===== config.mk =====
export PLATFORM = sky130hd
export DESIGN_NAME = ldn_cn_minsel_issue_flat
export DESIGN_NICKNAME = d
export VERILOG_FILES = /design/src/rtl/ldn_cn_minsel_issue_if.sv /design/src/rtl/ldn_cn_minsel_issue.sv /design/src/flat_wrapper.sv
export SDC_FILE = /design/constraint.sdc
export NUM_CORES = 1
export LEC_CHECK = 0
export ABC_CLOCK_PERIOD_IN_PS = 1800
export CORE_MARGIN = 5
export CORE_UTILIZATION = 25
export CTS_BUF_LIST = sky130_fd_sc_hd__clkbuf_4 sky130_fd_sc_hd__clkbuf_8 sky130_fd_sc_hd__clkbuf_16
export CTS_CLUSTER_DIAMETER = 30
export DETAILED_ROUTE_END_ITERATION = 10
export GPL_TIMING_DRIVEN = 0
export MAX_ROUTING_LAYER = met4
export PLACE_DENSITY = 0.61
export SLEW_MARGIN = 20
export SYNTH_ARGS = -nofsm -noshare
export SYNTH_HDL_FRONTEND = slang
export SYNTH_SLANG_ARGS = --single-unit

===== constraint.sdc =====
create_clock -name clk_i -period 1.8 [get_ports clk_i]
set_clock_uncertainty 0.15 [all_clocks]
set_input_delay 0.27 -clock clk_i [delete_from_list [all_inputs] [get_ports clk_i]]
set_output_delay 0.27 -clock clk_i [all_outputs]
set_load 0.005 [all_outputs]

===== src/rtl/ldn_cn_minsel_issue_if.sv =====
// ---------------------------------------------------------------------------
// ldn_cn_minsel_issue_if
//
// Bundles the three buses of the check-node min-selection issue unit:
//   message stream   : msg_valid_i / msg_ready_o / msg_data_i / msg_last_i
//   ALU issue side   : fu_data_o / fu_valid_o / alu_result_i
//   result stream    : res_valid_o / res_ready_i / res_min1_o / res_min2_o /
//                      res_count_o / res_err_o
//
// Signal suffixes are written from the issue unit's point of view.
// Modport 'slave' is taken by the issue unit, 'master' by whatever feeds
// messages, models the ALU and consumes results.
//
// Handshake rule for both streams: a transfer happens on a rising clock edge
// where valid and ready are both high. The producer holds valid and payload
// stable until that edge; ready may be asserted independently of valid.
// ---------------------------------------------------------------------------
interface ldn_cn_minsel_issue_if #(
  parameter int Q     = 8,
  parameter int SIMD  = 4,
  parameter int XLEN  = 64,
  parameter int CNT_W = 5,
  parameter int TID_W = 3
);

  localparam int W = Q * SIMD;

  // ALU request word. Field order is fixed: the issue unit packs it as a
  // flat concatenation in exactly this order.
  typedef struct packed {
    logic [3:0]       fu;
    logic [7:0]       operation;
    logic [XLEN-1:0]  operand_a;
    logic [XLEN-1:0]  operand_b;
    logic [XLEN-1:0]  imm;
    logic [TID_W-1:0] trans_id;
  } fu_data_t;

  // message stream
  logic             msg_valid_i;
  logic             msg_ready_o;
  logic [W-1:0]     msg_data_i;
  logic             msg_last_i;

  // ALU issue side
  fu_data_t         fu_data_o;
  logic             fu_valid_o;
  logic [XLEN-1:0]  alu_result_i;

  // result stream
  logic             res_valid_o;
  logic             res_ready_i;
  logic [W-1:0]     res_min1_o;
  logic [W-1:0]     res_min2_o;
  logic [CNT_W-1:0] res_count_o;
  logic             res_err_o;

  modport slave (
    input  msg_valid_i, msg_data_i, msg_last_i,
    output msg_ready_o,
    output fu_data_o, fu_valid_o,
    input  alu_result_i,
    output res_valid_o, res_min1_o, res_min2_o, res_count_o, res_err_o,
    input  res_ready_i
  );

  modport master (
    output msg_valid_i, msg_data_i, msg_last_i,
    input  msg_ready_o,
    input  fu_data_o, fu_valid_o,
    output alu_result_i,
    input  res_valid_o, res_min1_o, res_min2_o, res_count_o, res_err_o,
    output res_ready_i
  );

endinterface


===== src/rtl/ldn_cn_minsel_issue.sv =====
// ---------------------------------------------------------------------------
// ldn_cn_minsel_issue
//
// Check-node min-selection issue unit for the i8x4 non-binary LDPC path.
// Each accepted message (4 signed 8-bit lanes) is folded into per-lane
// running min1/min2 by issuing three LDN ops to the ALU and capturing the
// combinational ALU result in the same cycle:
//   OP_MAX  : t    = LDN_IDXMINUP2(min1, v)   per-lane signed max
//   OP_MIN2 : min2 = LDN_MIN(min2, t)
//   OP_MIN1 : min1 = LDN_MIN(min1, v)
// After the last message of a node (or after MAX_DEG messages) the result
// {min1, min2, count, err} is offered on the result stream.
//
// Ports:
//   clk_i        clock
//   rst_ni       asynchronous active-low reset
//   bus          ldn_cn_minsel_issue_if.slave (message, ALU, result buses)
//   dbg_state_o  current FSM state encoding (IDLE=0, OP_MAX=1, OP_MIN2=2,
//                OP_MIN1=3, DONE=4)
// ---------------------------------------------------------------------------
module ldn_cn_minsel_issue #(
  parameter int Q       = 8,
  parameter int SIMD    = 4,
  parameter int MAX_DEG = 16,
  parameter int XLEN    = 64
) (
  input  logic                        clk_i,
  input  logic                        rst_ni,
  ldn_cn_minsel_issue_if.slave        bus,
  output logic [2:0]                  dbg_state_o
);

  localparam int W     = Q * SIMD;
  localparam int CNT_W = 5;
  localparam int TID_W = 3;

  // ALU decode values; these must agree with the ALU's operator encoding.
  localparam logic [3:0] FU_ALU           = 4'd3;
  localparam logic [7:0] OP_ADD           = 8'd0;
  localparam logic [7:0] OP_LDN_MIN       = 8'd114;
  localparam logic [7:0] OP_LDN_IDXMINUP2 = 8'd115;

  // +127 in every lane: the identity for a signed per-lane minimum.
  localparam logic [W-1:0] MIN_INIT = {SIMD{{1'b0, {(Q-1){1'b1}}}}};

  typedef enum logic [2:0] {
    ST_IDLE    = 3'd0,
    ST_OP_MAX  = 3'd1,
    ST_OP_MIN2 = 3'd2,
    ST_OP_MIN1 = 3'd3,
    ST_DONE    = 3'd4
  } state_e;

  state_e           state_q, state_d;
  logic [W-1:0]     min1_q, min1_d;
  logic [W-1:0]     min2_q, min2_d;
  logic [W-1:0]     vreg_q, vreg_d;
  logic [W-1:0]     treg_q, treg_d;
  logic [CNT_W-1:0] cnt_q, cnt_d;
  logic             last_q, last_d;
  logic             err_q, err_d;

  logic             msg_ready;
  logic             fu_valid;
  logic [7:0]       op_sel;
  logic [W-1:0]     op_a;
  logic [W-1:0]     op_b;
  logic [W-1:0]     alu_res;
  logic [CNT_W-1:0] cnt_inc;
  logic             deg_hit;
  logic             unused_alu_hi;

  assign alu_res       = bus.alu_result_i[W-1:0];
  assign unused_alu_hi = ^bus.alu_result_i[XLEN-1:W];

  // The message being accepted is the MAX_DEG-th of the node.
  assign cnt_inc = cnt_q + CNT_W'(1);
  assign deg_hit = (cnt_inc == CNT_W'(MAX_DEG));

  // -------------------------------------------------------------------------
  // State register
  // -------------------------------------------------------------------------
  always_ff @(posedge clk_i or negedge rst_ni) begin
    if (!rst_ni) begin
      state_q <= ST_IDLE;
      min1_q  <= MIN_INIT;
      min2_q  <= MIN_INIT;
      vreg_q  <= '0;
      treg_q  <= '0;
      cnt_q   <= '0;
      last_q  <= 1'b0;
      err_q   <= 1'b0;
    end else begin
      state_q <= state_d;
      min1_q  <= min1_d;
      min2_q  <= min2_d;
      vreg_q  <= vreg_d;
      treg_q  <= treg_d;
      cnt_q   <= cnt_d;
      last_q  <= last_d;
      err_q   <= err_d;
    end
  end

  // -------------------------------------------------------------------------
  // Next-state and issue logic
  // -------------------------------------------------------------------------
  always_comb begin
    state_d   = state_q;
    min1_d    = min1_q;
    min2_d    = min2_q;
    vreg_d    = vreg_q;
    treg_d    = treg_q;
    cnt_d     = cnt_q;
    last_d    = last_q;
    err_d     = err_q;
    msg_ready = 1'b0;
    fu_valid  = 1'b0;
    op_sel    = OP_ADD;
    op_a      = '0;
    op_b      = '0;

    unique case (state_q)
      ST_IDLE: begin
        msg_ready = 1'b1;
        if (bus.msg_valid_i) begin
          vreg_d  = bus.msg_data_i;
          cnt_d   = cnt_inc;
          // Hitting MAX_DEG closes the node; it is an error only when the
          // sender did not also mark this message as last.
          last_d  = bus.msg_last_i | deg_hit;
          err_d   = ~bus.msg_last_i & deg_hit;
          state_d = ST_OP_MAX;
        end
      end

      ST_OP_MAX: begin
        // max(min1, v) is the candidate for the new second minimum.
        fu_valid = 1'b1;
        op_sel   = OP_LDN_IDXMINUP2;
        op_a     = min1_q;
        op_b     = vreg_q;
        treg_d   = alu_res;
        state_d  = ST_OP_MIN2;
      end

      ST_OP_MIN2: begin
        fu_valid = 1'b1;
        op_sel   = OP_LDN_MIN;
        op_a     = min2_q;
        op_b     = treg_q;
        min2_d   = alu_res;
        state_d  = ST_OP_MIN1;
      end

      ST_OP_MIN1: begin
        // min1 is updated last because OP_MAX needed its old value.
        fu_valid = 1'b1;
        op_sel   = OP_LDN_MIN;
        op_a     = min1_q;
        op_b     = vreg_q;
        min1_d   = alu_res;
        state_d  = last_q ? ST_DONE : ST_IDLE;
      end

      ST_DONE: begin
        if (bus.res_ready_i) begin
          min1_d  = MIN_INIT;
          min2_d  = MIN_INIT;
          cnt_d   = '0;
          last_d  = 1'b0;
          err_d   = 1'b0;
          state_d = ST_IDLE;
        end
      end

      default: begin
        state_d = ST_IDLE;
      end
    endcase
  end

  // -------------------------------------------------------------------------
  // Outputs
  // -------------------------------------------------------------------------
  // Packed in interface field order: fu, operation, operand_a, operand_b,
  // imm, trans_id. Idle cycles present an all-zero word (operator ADD).
  always_comb begin
    bus.fu_data_o = '0;
    if (fu_valid) begin
      bus.fu_data_o = {FU_ALU, op_sel, XLEN'(op_a), XLEN'(op_b),
                       {XLEN{1'b0}}, {TID_W{1'b0}}};
    end
  end

  assign bus.fu_valid_o  = fu_valid;
  assign bus.msg_ready_o = msg_ready;
  assign bus.res_valid_o = (state_q == ST_DONE);
  assign bus.res_min1_o  = min1_q;
  assign bus.res_min2_o  = min2_q;
  assign bus.res_count_o = cnt_q;
  assign bus.res_err_o   = err_q;
  assign dbg_state_o     = state_q;

endmodule


===== src/flat_wrapper.sv =====
// flat-port wrapper written by rule: the top's interface ports become plain ports
module ldn_cn_minsel_issue_flat 
#(
  parameter int Q       = 8,
  parameter int SIMD    = 4,
  parameter int MAX_DEG = 16,
  parameter int XLEN    = 64
)
  (clk_i, rst_ni, dbg_state_o, bus_msg_valid_i, bus_msg_data_i, bus_msg_last_i, bus_msg_ready_o, bus_fu_data_o, bus_fu_valid_o, bus_alu_result_i, bus_res_valid_o, bus_res_min1_o, bus_res_min2_o, bus_res_count_o, bus_res_err_o, bus_res_ready_i);
  ldn_cn_minsel_issue_if #(.Q(Q), .SIMD(SIMD), .XLEN(XLEN)) bus_i ();
  input  logic clk_i;
  input  logic rst_ni;
  output logic [2:0] dbg_state_o;
  input wire logic [$bits(bus_i.msg_valid_i)-1:0] bus_msg_valid_i;
  input wire logic [$bits(bus_i.msg_data_i)-1:0] bus_msg_data_i;
  input wire logic [$bits(bus_i.msg_last_i)-1:0] bus_msg_last_i;
  output wire logic [$bits(bus_i.msg_ready_o)-1:0] bus_msg_ready_o;
  output wire logic [$bits(bus_i.fu_data_o)-1:0] bus_fu_data_o;
  output wire logic [$bits(bus_i.fu_valid_o)-1:0] bus_fu_valid_o;
  input wire logic [$bits(bus_i.alu_result_i)-1:0] bus_alu_result_i;
  output wire logic [$bits(bus_i.res_valid_o)-1:0] bus_res_valid_o;
  output wire logic [$bits(bus_i.res_min1_o)-1:0] bus_res_min1_o;
  output wire logic [$bits(bus_i.res_min2_o)-1:0] bus_res_min2_o;
  output wire logic [$bits(bus_i.res_count_o)-1:0] bus_res_count_o;
  output wire logic [$bits(bus_i.res_err_o)-1:0] bus_res_err_o;
  input wire logic [$bits(bus_i.res_ready_i)-1:0] bus_res_ready_i;
  assign bus_i.msg_valid_i = bus_msg_valid_i;
  assign bus_i.msg_data_i = bus_msg_data_i;
  assign bus_i.msg_last_i = bus_msg_last_i;
  assign bus_msg_ready_o = bus_i.msg_ready_o;
  assign bus_fu_data_o = bus_i.fu_data_o;
  assign bus_fu_valid_o = bus_i.fu_valid_o;
  assign bus_i.alu_result_i = bus_alu_result_i;
  assign bus_res_valid_o = bus_i.res_valid_o;
  assign bus_res_min1_o = bus_i.res_min1_o;
  assign bus_res_min2_o = bus_i.res_min2_o;
  assign bus_res_count_o = bus_i.res_count_o;
  assign bus_res_err_o = bus_i.res_err_o;
  assign bus_i.res_ready_i = bus_res_ready_i;
  ldn_cn_minsel_issue #(.Q(Q), .SIMD(SIMD), .MAX_DEG(MAX_DEG), .XLEN(XLEN)) u_core (.clk_i(clk_i), .rst_ni(rst_ni), .bus(bus_i), .dbg_state_o(dbg_state_o));
endmodule

Yosys cells after proc, flatten, opt, wreduce, memory -nomap -nowiden
Cells that the tools add are included.
- output and inout port bits: 283
- register bits: 138
- input port bits: 101
- equality and inequality tests: 7
- add/sub/neg operators: 1
- reduce and logical (&&, ||, !) cells: 12
- bitwise operators: 3
- mux-type cells: 21
- operator list (operator ; number):
    $pmux 32 s2 ; 4
    $mux 205 ; 1
    $mux 32 ; 1
    $pmux 3 s5 ; 1
    $pmux 7 s2 ; 1
    $mux 5 ; 2
    $pmux 5 s2 ; 1
    $mux 3 ; 3
    $reduce_and 2->1 ; 4
    $eq 3x2->1 const B ; 2
    $reduce_bool 2->1 ; 3
    $add 5x1->5 const B ; 1
    $eq 5x5->1 const B ; 1
    $mux 1 ; 5
    $pmux 1 s2 ; 2
    $reduce_or 2->1 ; 2
    $eq 3x1->1 const B ; 1
    $eq 3x3->1 const B ; 1
    $logic_not 3->1 ; 1
    $reduce_and 3->1 ; 1
    $reduce_or 3->1 ; 1
    $ne 2x1->1 const B ; 1
    $ne 2x2->1 const B ; 1
    $and 1x1->1 ; 1
    2 further kinds ; 2

Depth between registers and ports, before layout
Gate-level depths: netlist of the first run.
- depth in word-level cells: 5
- gate-level depth with buffers: 7
- mapped depth without buffers: 4

Least setup slack after synthesis of the first run
No wires, ideal clock.
- kind: register -> output
- start: register u_core.state_q[0] (netlist: u_core.dbg_state_o[0])
- end: output port bus_fu_data_o[143]
- data arrival time: 1.303 ns
- path slack: 0.077 ns
- path buffers: 4
- required time: 1.380 ns
- stages on the path, launching flop included: 8
- cell sequence: dfrtp_1 buf_6 nor2_1 and2_1 buf_2 buf_6 buf_6 a22o_1
- word-level cells in the longest chain between the ends: 4
- ends and longest elaborated chain (what ; RTL line ; RTL):
    start, declared ; ldn_cn_minsel_issue.sv:54 ; state_e state_q, state_d;
    start signal, assigned ; ldn_cn_minsel_issue.sv:94 ; state_q <= state_d;
    $eq 3x1->1 or $eq 3x2->1 (tied branches) ; ldn_cn_minsel_issue.sv:123 ; unique case (state_q)
    $reduce_or 2->1 (no line) or $reduce_or 3->1 (tied branches) ; n/a ;
    $pmux 32 s2 or $mux 1 (tied branches) ; ldn_cn_minsel_issue.sv:123 ;
    $mux 205 * ; ldn_cn_minsel_issue.sv:190 ; if (fu_valid) begin
    end, declared ; flat_wrapper.sv:18 ; output wire logic [$bits(bus_i.fu_data_o)-1:0] bus_fu_data_o;
Every way passes the cells marked *; elsewhere a longest branch is shown, timed or not.

Final worst setup path of the first run
- start: register u_core.state_q[0] (netlist: u_core.dbg_state_o[0])
- end: output port bus_fu_data_o[157]
Same word-level chain as after synthesis.

==> results of run 1 <==
-- state kept, by name (all words and copies together) (netlist names) --
register                flops
u_core.bus.res_err_o        1
u_core.bus.res_min2_o      32
u_core.dbg_state_o          3
u_core.bus.res_count_o      5
u_core.treg_q              32
u_core.vreg_q              32
u_core.last_q               1
u_core.bus.res_min1_o      32
-- power by group through the flow --
| stage | sequential (mW) | combinational (mW) | clock (mW) |
|---|---|---|---|
| global route | 6.41 | 16.3 | 3.85 |
| finish | 6.21 | 15.3 | 3.61 |
| detailed placement | 6.27 | 11.6 | 0 |
| floorplan | 6.00 | 5.60 | 0 |
| global placement | 6.24 | 11.5 | 0 |
| CTS | 6.22 | 14.2 | 3.69 |
-- final timing paths --
kind | startpoint | slack (ns) | endpoint
min in group clk_i | bus_msg_data_i[29] | 0.31 | u_core.vreg_q[29]$_DFFE_PN0P_
worst max-delay path | u_core.dbg_state_o[0]$_DFFE_PN0P_ | -0.64 | bus_fu_data_o[157]
worst min-delay path | rst_ni | 0.18 | u_core.vreg_q[0]$_DFFE_PN0P_
max in group asynchronous | rst_ni | 0.46 | u_core.bus.res_count_o[0]$_DFFE_PN0P_
worst max register to register | u_core.dbg_state_o[2]$_DFFE_PN0P_ | -0.36 | u_core.vreg_q[20]$_DFFE_PN0P_
worst min register to register | u_core.bus.res_err_o$_DFFE_PN0P_ | 0.35 | u_core.bus.res_err_o$_DFFE_PN0P_
-- through the flow --
stage / area (um^2) / TNS, ns / instances
2_1_floorplan: 7711 / 0 / 697
3_3_place_gp: 10340 / -727.03 / 1296
3_5_place_dp: 10380 / -79.99 / 1297
4_1_cts: 12160 / -60.14 / 1417
5_1_grt: 12730 / -84.56 / 1447
6_report: 12730 / -73.28 / 1447
-- layer usage --
metal,up-vias,GRT usage [%],part of all wire [%]
li1,2738,-,-
met3,21,5.012,7.1
met5,-,-,0
met4,0,3.353,1.0
met1,2927,20.83,42
met2,249,28.06,50
-- synth_stat cells, drive strengths merged --
cell | number | area (um^2)
buf | 175 | 1333
dfrtp | 82 | 2052
a22o | 77 | 674.4
mux2 | 65 | 837.1
dfstp | 56 | 1471
o22a | 56 | 490.5
nand2 | 10 | 40.04
clkbuf | 4 | 15.01
nor2 | 4 | 17.52
o21ai | 4 | 20.01
inv | 3 | 11.26
nor2b | 3 | 33.79
and2 | 2 | 12.52
mux2i | 2 | 20.02
nand3 | 2 | 10.01
xnor2 | 2 | 17.52
a21o | 1 | 7.510
a21oi | 1 | 5.000
a31oi | 1 | 12.51
a32o | 1 | 10.01
and2b | 1 | 10.01
conb | 1 | 3.750
ha | 1 | 12.51
nand2b | 1 | 6.260
nand3b | 1 | 7.510
nand4b | 1 | 8.760
nor3 | 1 | 5.000
nor4b | 1 | 23.77
o21a | 1 | 7.510
o31ai | 1 | 21.27
or2b | 1 | 7.510
-- cell type report --
type                    count  area, um^2
fillers                  2654       15820
flip-flops and latches    138        3531
repair buffers            338        3451
multi-input cells         377        3030
plain buffers             175        1629
well taps                 384       480.5
clock buffers              20       454.2
clock inverters            12       138.9
inverters                   3       11.26
-- timing repair --
action | in CTS | in global routing
hold buffers | 1 | 0
hold endpoints to repair | 49 | 0
gates resized for setup | 502 | 109
endpoints found under the setup margin | 250 | 239
gates cloned | 11 | 6
pin swaps | 51 | 75
setup buffers | 77 | 36
-- cells by family after synthesis --
kind of cell	after synthesis
multiplexers	67
AO/OA/AOI/OAI	143
AND/OR/NAND/NOR	28
buffers and inverters	182
other	1
XOR/XNOR	2
flip-flops	138
adder cells (fa/ha/maj)	1
==> summary.md, run 1 <==
| Metric | Value |
|---|---|
| Post-Synth XOR/XNOR Area | `less than 1%` |
| Total Wirelength | `around 28,000 um` |
| Router iterations before antenna repair | `4` |
| Row cnt | `a little over 60` |
| Ports | `384` |
| Cell depth of the worst setup path | `8` |
| Final ANT Viol Nets | `0` |
| Synth Cell Area | `around 0.0072 mm^2` |
| Sequential share of the synthesized area | `approximately half` |
| Clock Pin Slew Worst Setup and Hold Paths | `0.07 ns` |
| Wire per inst | `approximately 19 um` |
| Startpoint type of the worst setup path | `flip-flop` |
| Worst path most repeated cell | `buf_6` |
| Violated checks | `setup timing` |
| Initial antenna violation count | `0` |
| Largest net degree at the start of global routing | `90` |
| Compound-Gate Fraction of Synth Area | `roughly 17%` |
| Post-DP HPWL | `17,820 um` |
| Fmax | `410.6 MHz` |
| Hold Path Class | `input port to async pin` |
| # H-tree levels | `4` |
| Mean number of vias per cell | `4.102` |
| Static Leak | `between 6 and 7 nW` |
| Min cycle time layout | `2.435 ns` |
| Worst Path Required | `1.38 ns` |
| Layout cells sized above 1 | `just over 50%` |
| CORE AREA | `0.02855 mm^2` |
| Int Power | `16.67 mW` |
| Vias in the first global route | `slightly above 6,000` |
| Commonest non-fill, non-tap cell in the layout | `buf_4` |
| Buffers added on ports | `approximately 220` |
| Syn avg cell area | `~13 um^2` |
| Cell count after synthesis | `between 500 and 600` |
| Slowest stage cell, crit path | `dfrtp_1` |
| Crit-path max FO | `5` |
| Combinational Power Share | `60.9%` |
| Vias | `about 5,900` |
| Starting Density | `around 25%` |
| VDD IR max | `~0.0010 V` |
| DIE HEIGHT | `between 150 and 200 um` |
| Final Max Slew Viols | `0` |
| First DRT Iteration DRCs | `248` |
| GPL Wtd Cong | `approximately 0.76` |
| DP Worst Slack | `-1.215 ns` |
| Main combinational cell family by area after synthesis | `buffers and inverters` |
| Final Util | `44.58%` |
| CP Class | `flip-flop to primary output` |
| Max_cap viols | `0` |
| Clk sinks | `roughly 140` |
| Switching Share | `33.71%` |
| DRC violations left | `0` |
| Synthesized-area fraction occupied by adder cells | `0.1737%` |
| CTS buffer count | `17` |
| Total chip power | `~25 mW` |
| Final nets | `about 1,200` |
| Synth cell types | `39` |
| Final period util | `135.3%` |
| Worst slew pin tran | `~0.77 ns` |
| CTS tree | `built` |
| Yosys warnings | `0` |
| Reg power frac | `approximately a quarter` |
| Clock Root Buffer | `clkbuf_16` |
| WHS | `approximately 0.18 ns` |
| Ordered cell list for the critical path | `buf_6, and2b_4, buf_12, buf_8, buf_6, clkbuf_16, a22o_1, buf_2` |
| Clock power frac | `~14%` |
| Status | `finished with violations` |
| Final Hold Vio Count | `0` |
| Slew Limit Headroom | `between 40 and 50%` |
| Crit path DAT | `roughly 2.0 ns` |
| R2r worst-path depth | `8` |
| Max Root-Sink Buffers | `2` |
| Unrepaired setup endpoints after global routing | `yes` |
| Clock insertion delay at the later pin of the skew report | `around 0.41 ns` |
| Worst Path Buf+Inv | `6` |
| N_diodes | `0` |
| Commonest cells after routing, fill and taps aside | `buf_4, conb_1, a22o_1, clkdlybuf4s50_1, dfrtp_1` |
| Crit. End Element | `primary output` |
| Mux contribution to synthesized area | `11.90%` |
| Total net switching power | `8.475 mW` |
| Die X | `about 180 um` |
| Global-route wire length before repair | `~41,000 um` |
| Area delta synth->final | `76.64%` |
| Total GRT Usage | `approximately 17%` |
| Power per Cell Area | `1976 mW/mm^2` |
| Final setup violation count | `between 200 and 250` |
| Final WS setup | `-0.6353 ns` |
| Simple-Gate Fraction of Synth Area | `2.536%` |
| Total grt overflow | `0` |
| Die area | `about 0.032 mm^2` |
| Crit path largest cell delay | `approximately 0.38 ns` |
| Delay-heaviest family, CP | `buffers and inverters` |
| Flops & latches, synth | `about 140` |
Note: power is estimated with default switching activity, not from simulation.
==> run 2, diff against run 1 <==
- ABC_CLOCK_PERIOD_IN_PS: 1800 -> 2550
- clock period: 1.8 -> 2.55 ns (I/O delays scaled with it)
==> run 2 against run 1 <==
The flow still finishes with violations (setup timing). Non-clock buffer count is 81 lower. Critical path depth stayed put. Clock-buffer cell count stayed put. Setup slack better by 0.62 ns. Final cell count is 5.6% lower. Flip-flop and latch count stayed put. Sequential power is 29% lower. Die area stayed put. Global-route usage is 1.4 points lower. Hold slack better by 0.12 ns. Clock power is 30% lower. Utilization is 3.9 points lower. Highest routed layer unchanged.
==> summary.md, run 2 (same netlist as run 1, synthesis figures left out) <==
| Metric | Value |
|---|---|
| Wire per inst | `18.69 um (-4.1%)` |
| Initial antenna violation count | `0 (unchanged)` |
| Startpoint type of the worst setup path | `flip-flop` |
| Fmax | `between 300 and 400 MHz` |
| First DRT Iteration DRCs | `144 (-42%)` |
| Worst slew pin tran | `0.7794 ns (+0.01422 ns)` |
| Final period util | `100.5%` |
| R2r setup slk | `0.34 ns (+0.70 ns)` |
| Final Hold Vio Count | `0 (unchanged)` |
| Die X | `179.8 um (unchanged)` |
| Hold Path Class | `input port to async pin` |
| Clock Pin Slew Worst Setup and Hold Paths | `0.07 ns (about the same)` |
| VDD IR max | `0.0006152 V (-39%)` |
| Multi-input logic area | `0.002865 mm^2 (-5.5%)` |
| CORE AREA | `0.02855 mm^2 (unchanged)` |
| Layout cells sized above 1 | `41.65% (-10 points)` |
| R2r worst-path depth | `6 (-2)` |
| CP startpoint | `u_core.dbg_state_o[0]$_DFFE_PN0P_` |
| Max_cap viols | `0 (unchanged)` |
| Total chip power | `15.76 mW (-37%)` |
| Clk sinks | `138 (unchanged)` |
| Vias in the first global route | `5,812 (-6.4%)` |
| N_diodes | `0 (unchanged)` |
| # fillers | `2,772 (+4.4%)` |
| Static Leak | `5.837 nW (-7.1%)` |
| FF-to-FF End | `u_core.treg_q[14]$_DFFE_PN0P_` |
| Total GRT Usage | `15.61% (-1.4 points)` |
| Clock Root Buffer | `clkbuf_16` |
| Post-DP HPWL | `17,820 um (unchanged)` |
| Reg area | `0.003525 mm^2 (-0.18%)` |
| Reg2reg start | `u_core.dbg_state_o[2]$_DFFE_PN0P_` |
| CP Capture Point | `bus_fu_data_o[144]` |
| Starting Density | `25.24% (unchanged)` |
| Largest net degree at the start of global routing | `90 (unchanged)` |
| Area delta synth->final | `60.99%` |
| Power per Cell Area | `1359 mW/mm^2 (-31%)` |
| Setup tns final | `-0.01358 ns (+73.27 ns)` |
| Final ANT Viol Nets | `0 (unchanged)` |
| # H-tree levels | `4 (unchanged)` |
| Buffers added on ports | `215 (unchanged)` |
| DP Worst Slack | `-0.5775 ns (+0.6375 ns)` |
| Crit-path max FO | `8 (+3)` |
| CTS buffer count | `17 (unchanged)` |
| DIE HEIGHT | `179.8 um (unchanged)` |
| CTS tree | `built` |
| Violated checks | `setup timing` |
| Unrepaired setup endpoints after global routing | `yes` |
| CP Class | `flip-flop to primary output` |
| Status | `finished with violations` |
| Slowest stage cell, crit path | `dfrtp_1` |
| Crit path largest cell delay | `0.38 ns (about the same)` |
| Final nets | `1,071 (-7.0%)` |
| Slew Limit Headroom | `48.04% (-0.95 points)` |
| GPL Wtd Cong | `0.7598 (unchanged)` |
| Final Max Slew Viols | `0 (unchanged)` |
| Final WS setup | `-0.01182 ns (+0.6235 ns)` |
| Commonest cells after routing, fill and taps aside | `buf_4, clkdlybuf4s50_1, conb_1, dfrtp_1, a22o_1` |
| Ports | `384 (unchanged)` |
| Final setup violation count | `2 (-99%)` |
| Row cnt | `62 (unchanged)` |
| DRC violations left | `0 (unchanged)` |
| Max Root-Sink Buffers | `2 (unchanged)` |
| Min cycle time layout | `around 2.6 ns` |
| Global-route wire length before repair | `37,680 um (-7.6%)` |
| Mean number of vias per cell | `4.071 (-0.75%)` |
| Total Wirelength | `25,530 um (-9.5%)` |
| Router iterations before antenna repair | `4 (unchanged)` |
| Ordered cell list for the critical path | `buf_6, and2b_4, buf_12, buf_6, clkbuf_16, buf_12, a22o_1, buf_2` |
| Commonest non-fill, non-tap cell in the layout | `buf_4` |
| Crit path DAT | `2.03 ns (about the same)` |
| Die area | `0.03231 mm^2 (unchanged)` |
| Total grt overflow | `0 (unchanged)` |
| Worst Path Required | `2.02 ns (+0.64 ns)` |
| Clock insertion delay at the later pin of the skew report | `0.41 ns (about the same)` |
| Crit. End Element | `primary output` |
| Vias | `5,561 (-6.3%)` |
==> run 2: changes by cell type in the layout (fill, tap and decap cells not counted), moves of 5 or more <==
cell	change
buf_4	-15
clkdlybuf4s50_1	+70
dlymetal6s2s_1	+15
clkbuf_2	+10
dlygate4sd2_1	-38
buf_2	-41
dfrtp_2	-5
mux2_2	+32
buf_6	-48
buf_12	-14
buf_8	-9
clkbuf_16	-5
dfrtp_1	+5
mux2_4	-32
==> run 2: layout make-up <==
cell class | instances | share of cell area (%)
Clock buffer | 20 | 3.916
Tap cell | 384 | 4.142
Clock inverter | 12 | 1.197
Timing Repair Buffer | 256 | 22.69
Multi-Input combinational cell | 377 | 24.70
Sequential cell | 138 | 30.39
Inverter | 3 | 0.09709
Buffer | 176 | 12.87
==> run 2: report_power, final <==
part	leakage (nW)	internal [mW]	switching, mW
Combinational	3.98	5.37	3.46
Sequential	1.57	3.58	0.823
Clock	0.286	1.50	1.02
==> run 2: routing by layer <==
metal / GRT usage [%] / part of all wire [%]
met2: 26.19 / 49
met3: 5.234 / 8.0
met5: - / 0
met1: 18.74 / 42
met4: 2.377 / 0.48
==> run 2: worst min-delay path by stage <==
stage,from,end,slack (ns),depth (start not counted)
floorplan,rst_ni,u_core.bus.res_count_o[0]$_DFFE_PN0P_,-0.06,0
CTS,rst_ni,u_core.vreg_q[0]$_DFFE_PN0P_,0.30,2
finish,rst_ni,u_core.vreg_q[0]$_DFFE_PN0P_,0.30,2
detailed placement,rst_ni,u_core.vreg_q[0]$_DFFE_PN0P_,0.17,1
global route,rst_ni,u_core.vreg_q[0]$_DFFE_PN0P_,0.32,2
global placement,u_core.last_q$_DFFE_PN0P_,u_core.dbg_state_o[2]$_DFFE_PN0P_,0.32,2
==> run 2: repair_timing <==
| action | CTS | global route |
|---|---|---|
| endpoints found under the setup margin | 71 | 68 |
| cloned | 1 | 3 |
| endpoints found under the hold margin | 29 | 0 |
| pin swaps | 3 | 16 |
| hold buffers | 1 | 0 |
| resized for setup | 87 | 107 |
| buffers inserted | 20 | 15 |
==> run 2: critical path: cells and delay by family, from the launching register on <==
kind                   cells  cell delay [ns]
buffers and inverters      6             0.80
and+or+nand+nor            1             0.18
AOI/OAI and AO/OA          1             0.25
DFF                        1             0.38
==> run 2: through the flow <==
stage	util (%)	std cells	hold slack, ns	area [um^2]
CTS	39.60	1350	0.3010	11300
floorplan	-	697	-0.06309	7711
finish	40.63	1366	0.3009	11600
global placement	36.23	1296	0.3205	10340
detailed placement	36.35	1297	0.1682	10380
global route	40.63	1366	0.3213	11600
